<file path="config.mk">
export PLATFORM = sky130hd
export DESIGN_NAME = leader_scan_controller
export DESIGN_NICKNAME = d
export VERILOG_FILES = /design/src/rtl/leader_scan_controller.sv
export SDC_FILE = /design/constraint.sdc
export NUM_CORES = 1
export LEC_CHECK = 0
export CAP_MARGIN = 20
export CORE_MARGIN = 2
export CORE_UTILIZATION = 45
export CTS_CLUSTER_DIAMETER = 60
export DETAILED_ROUTE_END_ITERATION = 16
export GPL_TIMING_DRIVEN = 0
export PLACE_DENSITY = 0.77
export SLEW_MARGIN = 20
export SYNTH_ARGS = -nofsm -noshare
export SYNTH_HDL_FRONTEND = slang
export SYNTH_SLANG_ARGS = --single-unit
</file>
<file path="constraint.sdc">
create_clock -name clk -period 3.7 [get_ports clk]
set_input_delay 0.74 -clock clk [delete_from_list [all_inputs] [get_ports clk]]
set_output_delay 0.74 -clock clk [all_outputs]
set_load 0.005 [all_outputs]
</file>
<file path="src/rtl/leader_scan_controller.sv">
// Scans a programmable, wrapping index range through leader_generator,
// counting matches against a target leader and recording the first hit.
module leader_scan_controller #(
    parameter int T_W = 5,
    parameter int L_W = 2
) (
    input  logic           clk,
    input  logic           rst,
    input  logic           start,
    input  logic [T_W-1:0] t_first,
    input  logic [T_W-1:0] t_last,
    input  logic [L_W-1:0] l_target,
    output logic [T_W-1:0] t,
    input  logic [L_W-1:0] l,
    output logic           busy,
    output logic           done,
    output logic           found,
    output logic [T_W-1:0] found_t,
    output logic [T_W:0]   match_count
);

    typedef enum logic [1:0] {
        IDLE,
        SCAN,
        DONE
    } state_t;

    state_t r_state;
    state_t w_next;

    logic [T_W-1:0] r_t;
    logic [T_W-1:0] r_last;
    logic [L_W-1:0] r_tgt;
    logic           r_end;
    logic           r_pv;
    logic           r_pm;
    logic [T_W-1:0] r_pt;
    logic           r_found;
    logic [T_W-1:0] r_found_t;
    logic [T_W:0]   r_cnt;

    logic w_accept;
    logic w_at_last;
    logic w_hit;

    assign w_accept  = (r_state == IDLE) && start;
    assign w_at_last = (r_t == r_last);
    assign w_hit     = r_pv && r_pm;

    always_ff @(posedge clk or posedge rst) begin
        if (rst) begin
            r_state <= IDLE;
        end else begin
            r_state <= w_next;
        end
    end

    // The last sample is accumulated one edge after it is taken, so SCAN
    // ends only once the pipelined compare has drained.
    always_comb begin
        w_next = r_state;
        case (r_state)
            IDLE:    if (start) w_next = SCAN;
            SCAN:    if (r_pv && r_end) w_next = DONE;
            DONE:    w_next = IDLE;
            default: w_next = IDLE;
        endcase
    end

    // The compare of l is registered so the generator path only has to
    // reach a flop, not the accumulator.
    always_ff @(posedge clk or posedge rst) begin
        if (rst) begin
            r_t       <= '0;
            r_last    <= '0;
            r_tgt     <= '0;
            r_end     <= 1'b0;
            r_pv      <= 1'b0;
            r_pm      <= 1'b0;
            r_pt      <= '0;
            r_found   <= 1'b0;
            r_found_t <= '0;
            r_cnt     <= '0;
        end else begin
            r_pv <= 1'b0;
            if (w_accept) begin
                r_t       <= t_first;
                r_last    <= t_last;
                r_tgt     <= l_target;
                r_end     <= 1'b0;
                r_found   <= 1'b0;
                r_found_t <= '0;
                r_cnt     <= '0;
            end else if (r_state == SCAN) begin
                if (!r_end) begin
                    r_pv <= 1'b1;
                    r_pm <= (l == r_tgt);
                    r_pt <= r_t;
                    if (w_at_last) begin
                        r_end <= 1'b1;
                    end else begin
                        r_t <= r_t + 1'b1;
                    end
                end
                if (w_hit) begin
                    r_cnt <= r_cnt + 1'b1;
                    if (!r_found) begin
                        r_found   <= 1'b1;
                        r_found_t <= r_pt;
                    end
                end
            end
        end
    end

    assign t           = r_t;
    assign busy        = (r_state == SCAN);
    assign done        = (r_state == DONE);
    assign found       = r_found;
    assign found_t     = r_found_t;
    assign match_count = r_cnt;

endmodule

</file>
# After elaboration in Yosys (flattened, before gate mapping)

Index checks and enable logic that the tools add are counted.

Word-level logic and storage cells: 59
Input port bits: 17
Bits in registers: 34
Output and inout port bits: 19

$add $sub $neg: 2
Equal/unequal tests: 9
Muxes and demuxes: 24
Reductions and logical operators: 11
Bitwise logic cells: 2

Operator list:

| operator              | count |
|---|---|
| $mux W5               | 8 |
| $mux W6               | 3 |
| $mux W1               | 10 |
| $reduce_and A3 Y1     | 3 |
| $add A6 B1 Y6 const B | 1 |
| $ne A2 B1 Y1 const B  | 3 |
| $add A5 B1 Y5 const B | 1 |
| $eq A5 B5 Y1          | 1 |
| $mux W2               | 2 |
| $ne A2 B2 Y1 const B  | 2 |
| $pmux W2 S2           | 1 |
| $reduce_and A2 Y1     | 2 |
| $reduce_bool A2 Y1    | 2 |
| $logic_and A1 B1 Y1   | 3 |
| $eq A2 B1 Y1 const B  | 1 |
| $eq A2 B2 Y1          | 1 |
| $eq A2 B2 Y1 const B  | 1 |
| $logic_not A2 Y1      | 1 |
| $not A1 Y1            | 2 |

# Longest topological paths before layout

Depth after elaboration: 5
Depth in mapped cells: 6
Depth with buffers taken out: 6

# Worst setup path after synthesis

OpenSTA, ideal clock, no wires.

Kind: input to register
From: input start
To: register r_t[1] (netlist: t[1])
Required time: 3.575 ns
Stages: 5
Library setup time: 0.125 ns
Path slack: 1.857 ns
Data arrival time: 1.718 ns
Buffers on the path: 0
Cell sequence: o21bai_1 > nor2_2 > o21ai_2 > mux2_4 > mux2_2

Longest elaborated chain between the ends: 3
Elaborated cells on any way between the ends: 6
Classes of those cells: eq/ne: 2; mux: 1; reduce/logical: 3

RTL lines:

| item                                           | line | RTL |
|---|---|---|
| from (decl)                                    | 9    | `input logic start,` |
| $logic_and A1 B1 Y1 (*)                        | 46   | `assign w_accept = (r_state == IDLE) && start;` |
| $ne A2 B2 Y1 (no line) (tied with other cells) | -    |  |
| $reduce_and A3 Y1 (no line)                    | -    |  |
| to (signal assigned)                           | 87   | `r_t <= t_first;` |
| to (signal assigned)                           | 102  | `r_t <= r_t + 1'b1;` |
| to (decl)                                      | 31   | `logic [T_W-1:0] r_t;` |

Mark *: on every way between the ends. The rest lies on a longest branch, timed or not.
A chain may end at the register's enable or synchronous reset.

# Worst setup path after layout

From: register r_state[1]
To: output busy

Longest elaborated chain between the ends: 1

RTL lines:

| item                   | line | RTL |
|---|---|---|
| from (decl)            | 28   | `state_t r_state;` |
| from (signal assigned) | 54   | `r_state <= w_next;` |
| $eq A2 B1 Y1           | 117  | `assign busy = (r_state == SCAN);` |
| to (decl)              | 15   | `output logic busy,` |

Every way passes these cells.

==> reports/metrics.yaml <==
status:
  run_status: "completed"
layout:
  final_area_mm2: 0.00204
  layout_common_cells: "35 x clkdlybuf4s50_1, 34 x dfrtp_1, 14 x nand2_1"
  drive_above_1_share: 0.162
  final_cell_count_no_fill: 225
  nets: 197
  n_antenna_cell: 0
  fill_cells: 294
  area_delta_synth_final_pct: 31.3
  final_common_cell: "clkdlybuf4s50_1"
synth:
  syn_inst: 136
  synth_fa_ha_area_frac: 0.0161
  synth_edf_count: 0
  yosysTopAreaCellShare: 0.548
  synth_fp_nets: 155
  synth_warnings: 0
  synthDistinctLibCells: 28
  synth.area.top_cells: "dfrtp_1 55%, mux2_2 9.4%, xnor2_1 4.5%, o21ai_0 3.9%, nand2_1 3.4%"
  yosys.area_share.simple: 0.130
  synthFlopType: "dfrtp_1"
  synthXorXnorAreaFrac: 0.0733
  syn-cell-area_mm2: 0.00155
  avgSynthCellArea_um2: 11.4
  synth_top_area_cell: "dfrtp_1"
  synth_top_family_by_area: "multiplexers"
  synth_compound_area_frac: 0.0838
  seq_area_frac_synth: 0.548
  ys_ff_latch: 34
  async_reset_ff_frac: 1.00
  synthMuxAreaShare: 0.136
sta:
  tns_ps: 0
  tightest_slew_ps: 670
  fin_skew_ps: 7.28
  maxSlewHeadroom: 0.553
  fmax_ghz: 0.424
  layout_setup_ws_ps: 1340
  period_needed_ps: 2360
  setup_viol: 0
  rsz0062_at_grt: "false"
  min_period_over_period: 0.637
  finalHoldViolations: 0
  slew_violations: 0
setup_path:
  slowest_stage: "clkdlybuf4s50_1"
  r2r_end: "t[1]"
  critical_path.max_fanout: 5
  reg2regPathDepth: 5
  worstSetupStartpointType: "flip-flop"
  timing.reg2reg.setup_slack_ps: 1960
  crit_chain: "nand2b_1 -> inv_1 -> clkdlybuf4s50_1"
  crit_type: "flip-flop to output port"
  cp_slowest_stage_delay_ps: 510
  worstReg2RegStart: "t[2]"
  arrival_ps: 1620
  endpoint_kind: "output port"
  worstPathRequired_ps: 2960
place:
  place_ws_ps: 1260
  port-buffer-count: 35
  hpwl_mm: 2.26
  place_area_mm2: 0.00196
  place.gp.congestion: 0.789
  placed_cells: 217
floorplan:
  die_area_mm2: 0.00394
  ioPinCount: 36
  floorplan.initialDensity: 0.465
  die_h_um: 62.7
  rows: 21
  core_area_mm2: 0.00334
  die_x_um: 62.7
clock_tree:
  cts-resized-gates: 0
  root_buffer: "clkbuf_4"
  cts_tree: "built"
  numCtsBuffers: 5
  cts_hold_buf: 0
  post_cts_buffers: 0
  ctsLongestPathBuffers: 2
  cts.sink_count: 34
  clock_latency_ps: 330
  h-tree-depth: 2
  clk_pin_slew_ps: 100
power_and_ir_drop:
  vdd_drop_max_mv: 0.401
  power_uw: 1610
  p_per_area_mw_per_mm2: 789
  leakage_uw: 0.000867
route:
  drt-initial-drc-count: 57
  vias: 1145
  wl_per_cell_um: 13.6
  vias_per_cell: 5.09
  ant_nets: 0
  firstDrtPassIters: 4
  drc_errors: 0
  wl_mm: 3.07
global_route:
  grt_pass1_vias: 1180
  grt_first_pass_wirelength_mm: 5.31
  grt_max_degree: 35
  grt_overflow: 0
  grt_usage: 0.172
  antenna_found_initial: 0
hold_path:
  min_path_type: "flip-flop to flip-flop"
  min_path_cells: 1
  holdCritStartpoint: "match_count[5]"
  hold_end: "match_count[5]"
run:
  cap_viol_max_count: 0
## area by class of cell
class | count | area [um^2] | share of cell area
multi-input combinational | 97 | 682 | 0.334
sequential | 34 | 851 | 0.417
clock buffer | 8 | 78.8 | 0.0387
timing repair buffer | 35 | 350 | 0.172
tap | 46 | 57.6 | 0.0282
buffer | 2 | 8.76 | 0.00429
inverter | 3 | 11.3 | 0.00552
## critical path, delay by kind of cell, from the launching register on
kind	cells	cell delay, ps
simple gates	1	230
buf+inv	2	650
flops	1	410
## kinds of logic (layout without fill, tap and decap cells)
logic type | count (synthesis) | in the layout
and+or+nand+nor | 42 | 42
DFF | 34 | 34
AOI/OAI and AO/OA | 21 | 21
muxes | 19 | 19
xor gates and xnor gates | 13 | 13
buffers and inverters | 5 | 48
adders and majority gates | 2 | 2
## state kept, by name, indices dropped and copies added (netlist names), 2 cells and up
register,count
match_count,6
found_t,5
r_last,5
r_pt,5
t,5
r_state,2
r_tgt,2
## report_power, final
part | internal [uW] | total, uW | switching, uW | leakage [uW]
clock network | 130 | 249 | 119 | 0.0000446
logic | 396 | 676 | 280 | 0.000392
registers | 530 | 683 | 154 | 0.000431
total | 1060 | 1610 | 553 | 0.000867
## cells in the mapped netlist, types with 2 or more instances
| cell type | instances |
|---|---|
| dfrtp_1 | 34 |
| nand2_1 | 14 |
| mux2_2 | 13 |
| o21ai_0 | 12 |
| nor2_1 | 11 |
| xnor2_1 | 8 |
| nand3_1 | 6 |
| mux2i_1 | 5 |
| xor2_1 | 5 |
| a21o_1 | 3 |
| inv_1 | 3 |
| nand2b_1 | 3 |
| ha_1 | 2 |
| nand4b_1 | 2 |
| nor2_2 | 2 |
## how the worst max path moves through the flow
| stage | slack [ps] | from | cells after the start | to |
|---|---|---|---|---|
| after global placement | 1250 | start | 6 | t[1] |
| final | 1340 | r_state[1] | 3 | busy |
| after detailed placement | 1260 | start | 6 | t[1] |
| after floorplan | 1860 | start | 5 | t[1] |
| after global routing | 1270 | r_state[1] | 3 | busy |
| after CTS | 1330 | r_state[1] | 3 | busy |
## stage by stage
stage | util | hold WS (ps)
detailed placement | 0.588 | 499
global route | 0.611 | 534
CTS | 0.611 | 519
floorplan | - | 475
global placement | 0.588 | 474
finish | 0.611 | 518
## metal layers
metal | part of all wire | GRT usage
met5 | 0 | 0
met4 | 0.013 | 0.0583
met3 | 0.056 | 0.0523
met2 | 0.49 | 0.297
met1 | 0.44 | 0.204
(Power assumes the default switching activity.)
